## src/rtl/flow_pifo_ctrl_pkg.sv

```systemverilog
// -----------------------------------------------------------------------------
// pifo_headers
//   Shared constants and types for the flow-level PIFO controller.
//   FlowId / Priority describe the default configuration; FlowCtrlState is the
//   controller FSM encoding.
// -----------------------------------------------------------------------------
package pifo_headers;

   localparam int NUM_FLOWS        = 8;
   localparam int FIFO_DEPTH       = 16;
   localparam int PRIO_WIDTH       = 16;
   localparam int FIFO_COUNT_WIDTH = $clog2(FIFO_DEPTH + 1);
   localparam int FLOW_ID_WIDTH    = (NUM_FLOWS > 1) ? $clog2(NUM_FLOWS) : 1;

   typedef logic [FLOW_ID_WIDTH-1:0] FlowId;
   typedef logic [PRIO_WIDTH-1:0]    Priority;

   typedef enum logic {
      IDLE     = 1'b0,
      REINSERT = 1'b1
   } FlowCtrlState;

endpackage

```

## src/rtl/flow_pifo_ctrl_if.sv

```systemverilog
// -----------------------------------------------------------------------------
// flow_pifo_ctrl_if
//   Bundles every non-clock/reset signal of flow_pifo_ctrl.
//   master : the controller (drives the o__* signals)
//   slave  : the surrounding ingress/egress logic, flow FIFOs and pifo_set
//   Groups: enqueue request/ready, dequeue request/valid/flow id,
//           per-flow FIFO strobes + head priorities, pifo_set push/pop, empty.
// -----------------------------------------------------------------------------
interface flow_pifo_ctrl_if #(
   parameter int NUM_FLOWS  = 8,
   parameter int PRIO_WIDTH = 16
);
   localparam int ID_W = (NUM_FLOWS > 1) ? $clog2(NUM_FLOWS) : 1;

   logic                                 i__enqueue;
   logic [ID_W-1:0]                      i__enqueue_flow_id;
   logic [PRIO_WIDTH-1:0]                i__enqueue_priority;
   logic                                 o__enqueue_ready;
   logic                                 i__dequeue;
   logic                                 o__dequeue_valid;
   logic [ID_W-1:0]                      o__dequeue_flow_id;
   logic [NUM_FLOWS-1:0]                 o__fifo_enqueue;
   logic [NUM_FLOWS-1:0]                 o__fifo_dequeue;
   logic [NUM_FLOWS-1:0][PRIO_WIDTH-1:0] i__fifo_head_priority;
   logic                                 o__pifo_push_valid;
   logic [ID_W-1:0]                      o__pifo_push_flow_id;
   logic [PRIO_WIDTH-1:0]                o__pifo_push_priority;
   logic                                 i__pifo_push_ready;
   logic                                 i__pifo_pop_valid;
   logic [ID_W-1:0]                      i__pifo_pop_flow_id;
   logic                                 o__pifo_pop;
   logic                                 o__empty;

   modport master (
      input  i__enqueue, i__enqueue_flow_id, i__enqueue_priority, i__dequeue,
             i__fifo_head_priority, i__pifo_push_ready, i__pifo_pop_valid,
             i__pifo_pop_flow_id,
      output o__enqueue_ready, o__dequeue_valid, o__dequeue_flow_id,
             o__fifo_enqueue, o__fifo_dequeue, o__pifo_push_valid,
             o__pifo_push_flow_id, o__pifo_push_priority, o__pifo_pop, o__empty
   );

   modport slave (
      output i__enqueue, i__enqueue_flow_id, i__enqueue_priority, i__dequeue,
             i__fifo_head_priority, i__pifo_push_ready, i__pifo_pop_valid,
             i__pifo_pop_flow_id,
      input  o__enqueue_ready, o__dequeue_valid, o__dequeue_flow_id,
             o__fifo_enqueue, o__fifo_dequeue, o__pifo_push_valid,
             o__pifo_push_flow_id, o__pifo_push_priority, o__pifo_pop, o__empty
   );

endinterface

```

## src/rtl/flow_pifo_ctrl_count_table.sv

```systemverilog
// -----------------------------------------------------------------------------
// flow_count_table
//   Per-flow packet counters and PIFO-membership bits.
//   clk, reset        : clock, synchronous active-high reset
//   inc_en/inc_idx    : +1 on one flow (enqueue accepted)
//   dec_en/dec_idx    : -1 on one flow (dequeue accepted); may hit the same
//                       flow as inc in one cycle, leaving the count unchanged
//   set_pifo_en/idx   : mark a flow as present in pifo_set
//   clr_pifo_en/idx   : mark a flow as absent from pifo_set
//   count, in_pifo    : registered state per flow
//   all_zero          : every counter is zero
// -----------------------------------------------------------------------------
module flow_count_table #(
   parameter int NUM_FLOWS  = 8,
   parameter int FIFO_DEPTH = 16,
   parameter int CNT_W      = $clog2(FIFO_DEPTH + 1),
   parameter int ID_W       = (NUM_FLOWS > 1) ? $clog2(NUM_FLOWS) : 1
) (
   input  logic                            clk,
   input  logic                            reset,
   input  logic                            inc_en,
   input  logic [ID_W-1:0]                 inc_idx,
   input  logic                            dec_en,
   input  logic [ID_W-1:0]                 dec_idx,
   input  logic                            set_pifo_en,
   input  logic [ID_W-1:0]                 set_pifo_idx,
   input  logic                            clr_pifo_en,
   input  logic [ID_W-1:0]                 clr_pifo_idx,
   output logic [NUM_FLOWS-1:0][CNT_W-1:0] count,
   output logic [NUM_FLOWS-1:0]            in_pifo,
   output logic                            all_zero
);

   genvar gi;
   generate
      for (gi = 0; gi < NUM_FLOWS; gi++) begin : g_flow
         logic [CNT_W-1:0] count_reg;
         logic             in_pifo_reg;
         logic             inc_hit;
         logic             dec_hit;
         logic             set_hit;
         logic             clr_hit;

         assign inc_hit = inc_en      && (inc_idx      == ID_W'(gi));
         assign dec_hit = dec_en      && (dec_idx      == ID_W'(gi));
         assign set_hit = set_pifo_en && (set_pifo_idx == ID_W'(gi));
         assign clr_hit = clr_pifo_en && (clr_pifo_idx == ID_W'(gi));

         always_ff @(posedge clk) begin
            if (reset) begin
               count_reg   <= '0;
               in_pifo_reg <= 1'b0;
            end else begin
               // inc and dec together cancel out
               if (inc_hit && !dec_hit) begin
                  count_reg <= count_reg + CNT_W'(1);
               end else if (dec_hit && !inc_hit) begin
                  count_reg <= count_reg - CNT_W'(1);
               end
               if (set_hit) begin
                  in_pifo_reg <= 1'b1;
               end else if (clr_hit) begin
                  in_pifo_reg <= 1'b0;
               end
            end
         end

         assign count[gi]   = count_reg;
         assign in_pifo[gi] = in_pifo_reg;
      end
   endgenerate

   assign all_zero = ~|count;

endmodule

```

## src/rtl/flow_pifo_ctrl.sv

```systemverilog
// -----------------------------------------------------------------------------
// flow_pifo_ctrl
//   Sequencing controller for the flow-level PIFO. A flow is held in pifo_set
//   exactly while its FIFO is non-empty, ranked by its head-packet priority.
//   A pop of a flow that still has packets is followed by a one-cycle
//   REINSERT state that pushes the flow back with its new head priority.
//   clk   : clock
//   reset : synchronous, active-high
//   bus   : enqueue/dequeue handshakes, flow FIFO strobes and head
//           priorities, pifo_set push/pop, empty flag (see flow_pifo_ctrl_if)
// -----------------------------------------------------------------------------
module flow_pifo_ctrl
   import pifo_headers::*;
#(
   parameter int NUM_FLOWS  = pifo_headers::NUM_FLOWS,
   parameter int FIFO_DEPTH = pifo_headers::FIFO_DEPTH,
   parameter int PRIO_WIDTH = pifo_headers::PRIO_WIDTH
) (
   input  logic             clk,
   input  logic             reset,
   flow_pifo_ctrl_if.master bus
);

   localparam int CNT_W = $clog2(FIFO_DEPTH + 1);
   localparam int ID_W  = (NUM_FLOWS > 1) ? $clog2(NUM_FLOWS) : 1;

   FlowCtrlState state_reg, state_next;
   logic [ID_W-1:0] reinsert_fid_reg, reinsert_fid_next;

   logic [NUM_FLOWS-1:0][CNT_W-1:0] count;
   logic [NUM_FLOWS-1:0]            in_pifo;
   logic                            all_zero;

   logic [ID_W-1:0] enq_fid;
   logic [ID_W-1:0] pop_fid;
   logic            enq_ready;
   logic            enq_accept;
   logic            new_push;
   logic            deq_valid;
   logic            deq_accept;
   logic            reinsert_needed;

   assign enq_fid = bus.i__enqueue_flow_id;
   assign pop_fid = bus.i__pifo_pop_flow_id;

   assign enq_ready  = (state_reg == IDLE)
                    && (count[enq_fid] < CNT_W'(FIFO_DEPTH))
                    && (in_pifo[enq_fid] || bus.i__pifo_push_ready);
   assign enq_accept = bus.i__enqueue && enq_ready;
   assign new_push   = enq_accept && !in_pifo[enq_fid];

   assign deq_valid  = (state_reg == IDLE) && bus.i__pifo_pop_valid;
   assign deq_accept = bus.i__dequeue && deq_valid;

   // Packets left in the popped flow after this cycle: count-1 plus a
   // same-cycle enqueue to it. A popped flow always holds at least one
   // packet, so "remaining > 0" reduces to the form below.
   assign reinsert_needed = deq_accept
                         && ((count[pop_fid] > CNT_W'(1))
                             || (enq_accept && (enq_fid == pop_fid)));

   flow_count_table #(
      .NUM_FLOWS (NUM_FLOWS),
      .FIFO_DEPTH(FIFO_DEPTH),
      .CNT_W     (CNT_W),
      .ID_W      (ID_W)
   ) u_count_table (
      .clk         (clk),
      .reset       (reset),
      .inc_en      (enq_accept),
      .inc_idx     (enq_fid),
      .dec_en      (deq_accept),
      .dec_idx     (pop_fid),
      .set_pifo_en (new_push),
      .set_pifo_idx(enq_fid),
      // a committed reinsert keeps the flow counted as present in pifo_set
      .clr_pifo_en (deq_accept && !reinsert_needed),
      .clr_pifo_idx(pop_fid),
      .count       (count),
      .in_pifo     (in_pifo),
      .all_zero    (all_zero)
   );

   always_ff @(posedge clk) begin
      if (reset) begin
         state_reg        <= IDLE;
         reinsert_fid_reg <= '0;
      end else begin
         state_reg        <= state_next;
         reinsert_fid_reg <= reinsert_fid_next;
      end
   end

   always_comb begin
      state_next                = state_reg;
      reinsert_fid_next         = reinsert_fid_reg;
      bus.o__pifo_push_valid    = 1'b0;
      bus.o__pifo_push_flow_id  = enq_fid;
      bus.o__pifo_push_priority = bus.i__enqueue_priority;

      case (state_reg)
         IDLE: begin
            bus.o__pifo_push_valid = new_push;
            if (reinsert_needed) begin
               state_next        = REINSERT;
               reinsert_fid_next = pop_fid;
            end
         end
         REINSERT: begin
            // head priority register already reflects the post-pop head
            bus.o__pifo_push_valid    = 1'b1;
            bus.o__pifo_push_flow_id  = reinsert_fid_reg;
            bus.o__pifo_push_priority = bus.i__fifo_head_priority[reinsert_fid_reg];
            if (bus.i__pifo_push_ready) begin
               state_next = IDLE;
            end
         end
         default: begin
            state_next = IDLE;
         end
      endcase
   end

   assign bus.o__enqueue_ready   = enq_ready;
   assign bus.o__dequeue_valid   = deq_valid;
   assign bus.o__dequeue_flow_id = pop_fid;
   assign bus.o__pifo_pop        = deq_accept;
   assign bus.o__fifo_enqueue    = enq_accept ? (NUM_FLOWS'(1) << enq_fid) : '0;
   assign bus.o__fifo_dequeue    = deq_accept ? (NUM_FLOWS'(1) << pop_fid) : '0;
   assign bus.o__empty           = all_zero;

endmodule
```

## src/flat_wrapper.sv

```systemverilog
// flat-port wrapper written by rule: the top's interface ports become plain ports
module flow_pifo_ctrl_flat import pifo_headers::*;
#(
   parameter int NUM_FLOWS  = pifo_headers::NUM_FLOWS,
   parameter int FIFO_DEPTH = pifo_headers::FIFO_DEPTH,
   parameter int PRIO_WIDTH = pifo_headers::PRIO_WIDTH
)
  (clk, reset, bus_i__enqueue, bus_i__enqueue_flow_id, bus_i__enqueue_priority, bus_i__dequeue, bus_i__fifo_head_priority, bus_i__pifo_push_ready, bus_i__pifo_pop_valid, bus_i__pifo_pop_flow_id, bus_o__enqueue_ready, bus_o__dequeue_valid, bus_o__dequeue_flow_id, bus_o__fifo_enqueue, bus_o__fifo_dequeue, bus_o__pifo_push_valid, bus_o__pifo_push_flow_id, bus_o__pifo_push_priority, bus_o__pifo_pop, bus_o__empty);
  flow_pifo_ctrl_if #(.NUM_FLOWS(NUM_FLOWS), .PRIO_WIDTH(PRIO_WIDTH)) bus_i ();
  input  logic clk;
  input  logic reset;
  input wire logic [$bits(bus_i.i__enqueue)-1:0] bus_i__enqueue;
  input wire logic [$bits(bus_i.i__enqueue_flow_id)-1:0] bus_i__enqueue_flow_id;
  input wire logic [$bits(bus_i.i__enqueue_priority)-1:0] bus_i__enqueue_priority;
  input wire logic [$bits(bus_i.i__dequeue)-1:0] bus_i__dequeue;
  input wire logic [$bits(bus_i.i__fifo_head_priority)-1:0] bus_i__fifo_head_priority;
  input wire logic [$bits(bus_i.i__pifo_push_ready)-1:0] bus_i__pifo_push_ready;
  input wire logic [$bits(bus_i.i__pifo_pop_valid)-1:0] bus_i__pifo_pop_valid;
  input wire logic [$bits(bus_i.i__pifo_pop_flow_id)-1:0] bus_i__pifo_pop_flow_id;
  output wire logic [$bits(bus_i.o__enqueue_ready)-1:0] bus_o__enqueue_ready;
  output wire logic [$bits(bus_i.o__dequeue_valid)-1:0] bus_o__dequeue_valid;
  output wire logic [$bits(bus_i.o__dequeue_flow_id)-1:0] bus_o__dequeue_flow_id;
  output wire logic [$bits(bus_i.o__fifo_enqueue)-1:0] bus_o__fifo_enqueue;
  output wire logic [$bits(bus_i.o__fifo_dequeue)-1:0] bus_o__fifo_dequeue;
  output wire logic [$bits(bus_i.o__pifo_push_valid)-1:0] bus_o__pifo_push_valid;
  output wire logic [$bits(bus_i.o__pifo_push_flow_id)-1:0] bus_o__pifo_push_flow_id;
  output wire logic [$bits(bus_i.o__pifo_push_priority)-1:0] bus_o__pifo_push_priority;
  output wire logic [$bits(bus_i.o__pifo_pop)-1:0] bus_o__pifo_pop;
  output wire logic [$bits(bus_i.o__empty)-1:0] bus_o__empty;
  assign bus_i.i__enqueue = bus_i__enqueue;
  assign bus_i.i__enqueue_flow_id = bus_i__enqueue_flow_id;
  assign bus_i.i__enqueue_priority = bus_i__enqueue_priority;
  assign bus_i.i__dequeue = bus_i__dequeue;
  assign bus_i.i__fifo_head_priority = bus_i__fifo_head_priority;
  assign bus_i.i__pifo_push_ready = bus_i__pifo_push_ready;
  assign bus_i.i__pifo_pop_valid = bus_i__pifo_pop_valid;
  assign bus_i.i__pifo_pop_flow_id = bus_i__pifo_pop_flow_id;
  assign bus_o__enqueue_ready = bus_i.o__enqueue_ready;
  assign bus_o__dequeue_valid = bus_i.o__dequeue_valid;
  assign bus_o__dequeue_flow_id = bus_i.o__dequeue_flow_id;
  assign bus_o__fifo_enqueue = bus_i.o__fifo_enqueue;
  assign bus_o__fifo_dequeue = bus_i.o__fifo_dequeue;
  assign bus_o__pifo_push_valid = bus_i.o__pifo_push_valid;
  assign bus_o__pifo_push_flow_id = bus_i.o__pifo_push_flow_id;
  assign bus_o__pifo_push_priority = bus_i.o__pifo_push_priority;
  assign bus_o__pifo_pop = bus_i.o__pifo_pop;
  assign bus_o__empty = bus_i.o__empty;
  flow_pifo_ctrl #(.NUM_FLOWS(NUM_FLOWS), .FIFO_DEPTH(FIFO_DEPTH), .PRIO_WIDTH(PRIO_WIDTH)) u_core (.clk(clk), .reset(reset), .bus(bus_i));
endmodule
```

## config.mk

```make
export PLATFORM = sky130hd
export DESIGN_NAME = flow_pifo_ctrl_flat
export DESIGN_NICKNAME = d
export VERILOG_FILES = /design/src/rtl/flow_pifo_ctrl_pkg.sv /design/src/rtl/flow_pifo_ctrl_if.sv /design/src/rtl/flow_pifo_ctrl_count_table.sv /design/src/rtl/flow_pifo_ctrl.sv /design/src/flat_wrapper.sv
export SDC_FILE = /design/constraint.sdc
export NUM_CORES = 1
export LEC_CHECK = 0
export ABC_AREA = 1
export BUFFER_PORTS_ARGS = -buffer_cell sky130_fd_sc_hd__buf_4
export CORE_MARGIN = 3
export CORE_UTILIZATION = 40
export DETAILED_ROUTE_END_ITERATION = 10
export PLACE_DENSITY = 0.69
export SLEW_MARGIN = 5
export SYNTH_ARGS = -nofsm -noshare
export SYNTH_HDL_FRONTEND = slang
export SYNTH_SLANG_ARGS = --single-unit
```

## constraint.sdc

```tcl
create_clock -name clk -period 4 [get_ports clk]
set_input_delay 0.4 -clock clk [delete_from_list [all_inputs] [get_ports clk]]
set_output_delay 0.4 -clock clk [all_outputs]
set_load 0.01 [all_outputs]
```

==> flow_summary.yaml, run 1 <==
run_status:
  outcome: "completed"
die:
  die_area_sq_um: 13700
  die_w_um: 117
  row_count: 39
  core_sq_um: 11700
  start_util_pct: 42.0
  pin_count: 199
  die_h_um: 117
worst_setup_path:
  cpPeakStageDelay_ns: 0.46
  path_class: "input pin to flip-flop"
  cp_max_fo: 17
  startpoint_type: "input pin"
  worst_ep_arrival_time_ns: 3.52
  worstPathCellList: "buf_4, inv_2, nand2_1, nand2_1, nand2_1, nand3_1, nand2_1, nand2_1, and2_1, nand2_1, nor3_1, ha_1, inv_1, fa_1, a21o_1, a21oi_1, nor2_1, nor2_1, nand2_1, o21ai_0, a21oi_1"
  cp-end-kind: "flip-flop"
  cp.required_ns: 4.18
  crit_top_cell: "nand2_1"
  cp_top_family: "simple AND/OR/NAND/NOR gates"
  cp_slowest_cell: "fa_1"
  critPathBufInv: 3
synth:
  ys_warn_count: 0
  yosys.area.top_type: "dfxtp_1"
  synth-compound-area-share_pct: 23.5
  synthMuxAreaShare_pct: 0
  synth-seq-cells: 52
  syn_nets: 992
  synth-simple-area-share_pct: 29.7
  synth_fa_ha_area_share_pct: 11.7
  synth_top_family_by_area: "simple AND/OR/NAND/NOR gates"
  synth_top_area_share_pct: 21.2
  ys_seq_area_share_pct: 21.2
  yosysUniqueCellTypes: 35
  synth_area_leaders: "dfxtp_1 (21%), o21ai_0 (11%), nor2_1 (10%), nand2_1 (9.2%), ha_1 (8.4%)"
  syn-cell-area_sq_um: 4920
  synthXorXnorAreaFrac_pct: 3.21
  synth_area_per_cell_sq_um: 6.19
  syn_inst: 795
clocking:
  cts_setup_buffers: 0
  cts_buffers: 5
  htree_levels: 2
  cts.sinks: 52
  cts_tree: "built"
  cts_resized: 0
  ctsRootBufferMaster: "clkbuf_16"
  clk_latency_ns: 0.29
  clockBufferDepth: 2
  cts_hold_buf: 0
  path_clk_slew_ns: 0.07
placement:
  port_buffers: 198
  dp_hpwl_um: 14000
  gp_congestion: 0.914
power_and_ir_drop:
  power_switching_mw: 0.511
  swShare_pct: 31.8
  combPwrFrac_pct: 34.9
  seq_power_share_pct: 35.1
  powerDensity_nw_per_um2: 244
  pwr-share-clk_pct: 29.9
  ir_worst_vdd_uv: 160
  power.total_mw: 1.60
  intPower_mw: 1.09
  leakagePower_nw: 3.29
routing:
  wirelength_um: 18100
  num_vias: 5910
  wl_per_cell_um: 16.4
  first_iter_violations: 539
  drc: 0
  ant_nets: 0
  drt-pass1-iter-count: 5
  via_per_inst: 5.34
grt:
  grt_pass1_wl_um: 27200
  grt_use_total_pct: 24.8
  grt_pass1_vias: 5512
  use_met3_pct: 4.63
  use_met1_pct: 29.6
  busiest_layer: "met2"
  antenna_found_initial: 1
  grtUsageMet2_pct: 44.8
  grt_remaining_overflow: 0
  grt_max_degree: 67
timing:
  max_slew_margin_pct: 28.0
  hold_viol_final: 0
  finalSetupViolCount: 0
  final_max_slew_viol_count: 0
  rsz0062_at_grt: "false"
  min_period_over_period_pct: 83.4
  tightest_slew_ns: 1.07
  post-route-min-period_ns: 3.34
  fin_tns_setup_ns: 0
  fin_skew_ns: 0.00764
  max_freq_mhz: 300
final_layout:
  areaGrowthSynthToFinish_pct: 33.8
  largest_reg_flops: 40
  drive_above_1_share_pct: 23.2
  nets: 1160
flow_run:
  maxCapViolCount: 0
min_path:
  hp-class: "input pin to flip-flop"
stage by stage:
| stage | hold WS (ns) | std cells | area, sq um | utilization [%] | setup slack (ns) |
|---|---|---|---|---|---|
| 6_report | 0.393 | 1106 | 6580 | 56.2 | 0.665 |
| 5_1_grt | 0.428 | 1106 | 6580 | 56.2 | 0.282 |
| 4_1_cts | 0.390 | 1105 | 6580 | 56.2 | 0.702 |
| 3_5_place_dp | 0.459 | 1099 | 6420 | 54.8 | 0.430 |
| 3_3_place_gp | 0.460 | 1099 | 6420 | 54.8 | 0.464 |
| 2_1_floorplan | 0.440 | 795 | 4920 | - | 0.738 |
placed cells by master (no fill, tap or decap), types with 3 or more instances in the layout:
cell type  Yosys  layout
a211oi_1       5       5
xor2_1         9       9
nand4_1       14      14
o22ai_1       32      32
a21o_1        10      10
a21oi_1       47      47
buf_4          6     204
clkbuf_16      0       5
a31oi_1        5       5
nand2_2        3       3
nand3_1       51      51
clkinv_1       3       3
inv_1         78      78
nor2_1       135     135
nor4_1         6       6
nor3_1         8       8
o21ai_1        5       5
o21ai_0      107     107
dfxtp_1       52      51
fa_1           8       8
inv_2          3       3
xnor2_1        9       9
ha_1          33      33
nand2_1      121     121
cell type report:
| type | count | area, sq um |
|---|---|---|
| well taps | 143 | 179 |
| fillers | 1207 | 5130 |
| clock inverters | 1 | 30.0 |
| flip-flops and latches | 52 | 1040 |
| repair buffers | 204 | 1530 |
| multi-input cells | 615 | 3350 |
| clock buffers | 5 | 125 |
| diodes | 1 | 2.50 |
| inverters | 85 | 320 |
per-layer routing:
metal  vias to the layer above  part of all wire, %
met1                      2663                   41
li1                       3002                    -
met3                        32                  7.4
met5                         -                    0
met2                       213                   49
met4                         0                  2.8
power by group through the flow:
stage | Clock, mW | Sequential, mW | Combinational, mW
after global routing | 0.503 | 0.566 | 0.622
after detailed placement | 0 | 0.575 | 0.558
after floorplan | 0 | 0.564 | 0.328
after global placement | 0 | 0.575 | 0.555
after CTS | 0.488 | 0.563 | 0.561
final | 0.480 | 0.563 | 0.561
Yosys cell counts (all sizes together):
cell type	instances
a211oi	5
a21o	10
a21oi	48
a31oi	5
and2	1
buf	16
clkbuf	27
clkinv	4
dfxtp	52
fa	8
ha	33
inv	81
nand2	125
nand3	51
nand4	15
nor2	135
nor3	8
nor3b	1
nor4	6
o21ai	112
o22ai	32
or2	2
xnor2	9
xor2	9
final timing paths:
path	start	end	slack, ns	cells after the start
worst max-delay path	bus_i__enqueue_flow_id[0]	u_core.u_count_table.g_flow[0].count_reg[4]$_SDFFE_PP0P_	0.66	21
worst min-delay path	bus_i__pifo_push_ready	u_core.state_reg$_SDFF_PP0_	0.39	4
worst max register to register	u_core.u_count_table.g_flow[3].in_pifo_reg$_SDFFE_PP0P_	u_core.u_count_table.g_flow[0].count_reg[4]$_SDFFE_PP0P_	0.71	19
worst min register to register	u_core.u_count_table.g_flow[4].in_pifo_reg$_SDFFE_PP0P_	u_core.u_count_table.g_flow[4].in_pifo_reg$_SDFFE_PP0P_	0.47	2
tightest hold or removal path: stages:
cell,delay (ns)
buf_4,0.08
inv_1,0.04
nand2_1,0.05
a21oi_1,0.05
cells by family after synthesis:
kind of cell	count (synthesis)
compound gates	212
xor+xnor	18
fa+ha+maj	41
buf+inv	128
flops	52
simple gates	344
Note: power is estimated with default switching activity, not from simulation.
==> inputs of run 2 (changes only) <==
==> constraint.sdc (replaced) <==
create_clock -name clk -period 3.4 [get_ports clk]
set_input_delay 0.34 -clock clk [delete_from_list [all_inputs] [get_ports clk]]
set_output_delay 0.34 -clock clk [all_outputs]
set_load 0.01 [all_outputs]
==> run 2 against run 1 <==
Net effect: hold slack lost 0.059 ns; critical path depth is 3 lower; clock-buffer cell count is the same; global-route usage increased by 0.10 points; register-to-register slack got worse by 0.46 ns; wire length rose by 0.29%; combinational power increased by 20%; clock power rose by 34%; critical endpoint is now u_core.u_count_table.g_flow[3].count_reg[4]$_SDFFE_PP0P_.
==> flow_summary.yaml, run 2 (synthesized netlist as in run 1, its figures left out) <==
run_status:
  outcome: "completed"
grt:
  antenna_found_initial: 1
  grt_pass1_vias: 5317
  grt_max_degree: 67
  grt_pass1_wl_um: 27100
  grt_remaining_overflow: 0
  grt_use_total_pct: 24.9
final_layout:
  fin_util_pct: 57.5
  areaGrowthSynthToFinish_pct: 37.0
  fin_area_sq_um: 6740
  fillers: 1196
  largest_reg_flops: 40
  nets: 1174
  final_common_cell: "buf_4"
  mostFrequentLayoutCells: "buf_4 (217), nor2_1 (135), nand2_1 (120), o21ai_0 (107), inv_1 (78)"
  drive_above_1_share_pct: 24.7
  finalNonFillerCells: 1121
worst_setup_path:
  cp_slowest_cell: "fa_1"
  worst_ep_arrival_time_ns: 3.33
  cp.required_ns: 3.58
  cp_max_fo: 8
  worstPathCellList: "inv_1, o21ai_1, nand2_1, nand3_1, nand2_2, and2_1, nand2_2, nor3_1, ha_1, inv_1, fa_1, a21o_1, a21oi_1, nor2_1, nor2_1, nand2_1, o21ai_0, a21oi_1"
  path_class: "flip-flop to flip-flop"
  cp-end-kind: "flip-flop"
  cpPeakStageDelay_ns: 0.46
  startpoint_type: "flip-flop"
placement:
  port_buffers: 198
  dpl-instance-area_sq_um: 6540
  dp_hpwl_um: 14300
  gp_congestion: 0.892
  pre_cts_slack_ns: -0.0298
  dp_cells: 1113
routing:
  via_per_inst: 5.28
  wl_per_cell_um: 16.2
  ant_nets: 0
  drc: 0
  wirelength_um: 18200
  num_vias: 5916
  drt-pass1-iter-count: 5
  first_iter_violations: 570
power_and_ir_drop:
  swShare_pct: 30.6
  leakagePower_nw: 3.38
  seq_power_share_pct: 33.3
  powerDensity_nw_per_um2: 294
  power_switching_mw: 0.606
  ir_worst_vdd_uv: 222
  combPwrFrac_pct: 34.1
  pwr-share-clk_pct: 32.6
  intPower_mw: 1.37
die:
  die_h_um: 117
  core_sq_um: 11700
  start_util_pct: 42.0
  row_count: 39
  pin_count: 199
  die_area_sq_um: 13700
  die_w_um: 117
clocking:
  clk_latency_ns: 0.29
  ctsRootBufferMaster: "clkbuf_16"
  htree_levels: 2
  cts_setup_buffers: 0
  path_clk_slew_ns: 0.07
  cts_hold_buf: 0
  cts_tree: "built"
  clockBufferDepth: 2
  cts_resized: 0
  cts_buffers: 5
  cts.sinks: 52
timing:
  post-route-min-period_ns: 3.15
  final_max_slew_viol_count: 0
  tightest_slew_ns: 0.916
  max_slew_margin_pct: 38.8
  fin_ws_ns: 0.249
  hold_viol_final: 0
  fin_skew_ns: 0.00840
  max_freq_mhz: 317
  min_period_over_period_pct: 92.7
  fin_tns_setup_ns: 0
  finalSetupViolCount: 0
  rsz0062_at_grt: "false"
min_path:
  hp-class: "input pin to flip-flop"
flow_run:
  maxCapViolCount: 0
-- run 2: changes by cell type in the layout (fill, tap and decap cells not counted), sizes merged --
cell,delta
buf,+14
bufinv,+1
-- run 2: final cells by class --
type,count,area [sq um],area share [%]
Timing Repair Buffer,218,1650,24.5
Multi-Input combinational cell,615,3360,49.9
Tap cell,143,179,2.66
Clock buffer,5,125,1.86
Antenna cell,1,2.50,0.0371
Inverter,85,320,4.75
Clock inverter,2,60.1,0.891
Sequential cell,52,1040,15.5
-- run 2: through the flow --
step	hold slack [ns]	total power [mW]
finish	0.334	1.98
CTS	0.332	1.99
global placement	0.453	1.34
global route	0.346	2.09
detailed placement	0.460	1.34
floorplan	0.440	1.05
-- run 2: worst paths after layout --
check / cells after the start / start / slack, ns / end
setup / recovery: 18 / u_core.u_count_table.g_flow[0].count_reg[4]$_SDFFE_PP0P_ / 0.25 / u_core.u_count_table.g_flow[3].count_reg[4]$_SDFFE_PP0P_
setup reg to reg: 18 / u_core.u_count_table.g_flow[0].count_reg[4]$_SDFFE_PP0P_ / 0.25 / u_core.u_count_table.g_flow[3].count_reg[4]$_SDFFE_PP0P_
hold reg to reg: 2 / u_core.u_count_table.g_flow[0].in_pifo_reg$_SDFFE_PP0P_ / 0.47 / u_core.u_count_table.g_flow[0].in_pifo_reg$_SDFFE_PP0P_
hold / removal: 4 / bus_i__pifo_push_ready / 0.33 / u_core.state_reg$_SDFF_PP0_
-- run 2: per-layer routing --
layer	track usage (%)	vias up	share of wire, %
met4	6.88	0	2.2
met1	29.7	2631	41
met3	4.16	24	7.4
met5	0	-	0
li1	-	3031	-
met2	46.0	230	50
-- run 2: power by group through the flow --
stage / clock [mW] / combinational [mW] / sequential, mW
finish: 0.645 / 0.675 / 0.659
global route: 0.677 / 0.749 / 0.662
CTS: 0.653 / 0.675 / 0.659
detailed placement: 0 / 0.671 / 0.672
global placement: 0 / 0.667 / 0.672
floorplan: 0 / 0.386 / 0.664
-- run 2: critical path, delay by kind of cell, from the launching register on --
| kind | cells | cell delay, ns |
|---|---|---|
| adder cells (fa/ha/maj) | 2 | 0.72 |
| buffers and inverters | 2 | 0.23 |
| flip-flops | 1 | 0.32 |
| AO/OA/AOI/OAI | 5 | 0.68 |
| AND/OR/NAND/NOR | 9 | 1.10 |
==> inputs of run 3 (changes only) <==
--- a/config.mk
+++ b/config.mk
@@ -11,6 +11,8 @@
 export CORE_UTILIZATION = 40
 export DETAILED_ROUTE_END_ITERATION = 10
 export PLACE_DENSITY = 0.69
+export REMOVE_ABC_BUFFERS = 1
+export SKIP_CTS_REPAIR_TIMING = 1
 export SLEW_MARGIN = 5
 export SYNTH_ARGS = -nofsm -noshare
 export SYNTH_HDL_FRONTEND = slang
==> run 3 against run 2 <==
Net effect: combinational power rose by 1%; clock skew is 0.0035 ns lower; total power is 0.40% lower; non-clock buffer count rose by 7; core utilization rose by 0.48 points; sequential power about the same; die area did not move; first-iteration DRC count fell by 16%; highest routed layer unchanged.
==> flow_summary.yaml, run 3 (synthesized netlist as in run 1, its figures left out) <==
clocking:
  cts_tree: "built"
  clk_latency_ns: 0.30
  ctsRootBufferMaster: "clkbuf_16"
  htree_levels: 2
  cts_buffers: 5
  path_clk_slew_ns: 0.07
  clockBufferDepth: 2
  cts.sinks: 52
routing:
  drt-pass1-iter-count: 6
  ant_nets: 0
  wl_per_cell_um: 16.3
  drc: 0
  wirelength_um: 18300
  via_per_inst: 5.26
  num_vias: 5928
  first_iter_violations: 478
grt:
  antenna_found_initial: 0
  grt_max_degree: 67
  grt_remaining_overflow: 0
  grt_use_total_pct: 24.5
  grt_pass1_wl_um: 26800
  grt_pass1_vias: 5204
timing:
  rsz0062_at_grt: "false"
  max_slew_margin_pct: 46.1
  max_freq_mhz: 320
  fin_tns_setup_ns: 0
  hold_viol_final: 0
  fin_skew_ns: 0.00489
  post-route-min-period_ns: 3.12
  finalSetupViolCount: 0
  final_max_slew_viol_count: 0
  tightest_slew_ns: 0.807
  fin_ws_ns: 0.278
  min_period_over_period_pct: 91.8
final_layout:
  fin_area_sq_um: 6800
  diodes: 0
  areaGrowthSynthToFinish_pct: 38.2
  largest_reg_flops: 40
  mostFrequentLayoutCells: "buf_4 (224), nor2_1 (135), nand2_1 (120), o21ai_0 (107), inv_1 (78)"
  nets: 1181
  drive_above_1_share_pct: 25.5
  finalNonFillerCells: 1128
  final_common_cell: "buf_4"
worst_setup_path:
  worst-r2r-setup-slack_ns: 0.28
  cp_max_fo: 8
  worst_ep_arrival_time_ns: 3.31
  cp-end-kind: "flip-flop"
  path_class: "flip-flop to flip-flop"
  startpoint_type: "flip-flop"
  cp.required_ns: 3.58
die:
  die_area_sq_um: 13700
  die_w_um: 117
  pin_count: 199
  die_h_um: 117
  core_sq_um: 11700
  start_util_pct: 42.0
  row_count: 39
placement:
  gp_congestion: 0.873
  dp_cells: 1115
  port_buffers: 198
  pre_cts_slack_ns: 0.0378
  dpl-instance-area_sq_um: 6550
  dp_hpwl_um: 14100
power_and_ir_drop:
  powerDensity_nw_per_um2: 290
  leakagePower_nw: 3.42
  ir_worst_vdd_uv: 221
run_status:
  outcome: "completed"
min_path:
  hp-class: "input pin to flip-flop"
flow_run:
  maxCapViolCount: 0
==> run 3: area by class of cell <==
cell class | count | area [sq um]
Clock inverter | 1 | 30.0
Multi-Input combinational cell | 615 | 3370
Tap cell | 143 | 179
Sequential cell | 52 | 1040
Fill cell | 1212 | 4920
Timing Repair Buffer | 225 | 1700
Inverter | 85 | 324
Clock buffer | 7 | 153
==> run 3: per-layer routing <==
metal	global-route usage, %	routed length [um]	vias to the layer above
met5	0	0	-
met4	5.89	295	0
met3	3.60	1250	18
met2	43.7	9040	199
met1	31.2	7760	2674
li1	-	-	3037
==> run 3: worst max-delay path: stages (launching register included) <==
cell and delay, ns:
dfxtp_1 0.31, inv_1 0.13, o21ai_1 0.08, nand2_1 0.07, nand3_1 0.07, nand2_2 0.12
and2_1 0.18, nand2_2 0.17, nor3_1 0.28, ha_1 0.25, inv_1 0.11, fa_1 0.46
a21o_1 0.17, a21oi_1 0.17, nor2_1 0.06, nor2_1 0.08, nand2_1 0.07, o21ai_0 0.17
a21oi_1 0.05
==> run 3: where the power goes <==
part | switching, mW | internal, mW
Sequential | 0.0271 | 0.634
Combinational | 0.357 | 0.327
Clock | 0.239 | 0.388
==> run 3: final timing paths <==
| check | startpoint | end | cells after the start |
|---|---|---|---|
| hold / removal | bus_i__pifo_push_ready | u_core.state_reg$_SDFF_PP0_ | 4 |
| setup / recovery | u_core.u_count_table.g_flow[0].count_reg[4]$_SDFFE_PP0P_ | u_core.u_count_table.g_flow[4].count_reg[4]$_SDFFE_PP0P_ | 18 |
| setup reg to reg | u_core.u_count_table.g_flow[0].count_reg[4]$_SDFFE_PP0P_ | u_core.u_count_table.g_flow[4].count_reg[4]$_SDFFE_PP0P_ | 18 |
| hold reg to reg | u_core.u_count_table.g_flow[3].in_pifo_reg$_SDFFE_PP0P_ | u_core.u_count_table.g_flow[3].in_pifo_reg$_SDFFE_PP0P_ | 2 |
==> run 3: per-stage QoR <==
step                      util [%]  power [mW]  hold slack [ns]
final                         58.0        1.97            0.332
after CTS                     57.5        1.97            0.330
after floorplan                  -        1.02            0.409
after global routing          58.0        2.07            0.355
after detailed placement      56.0        1.35            0.457
after global placement        56.0        1.34            0.454
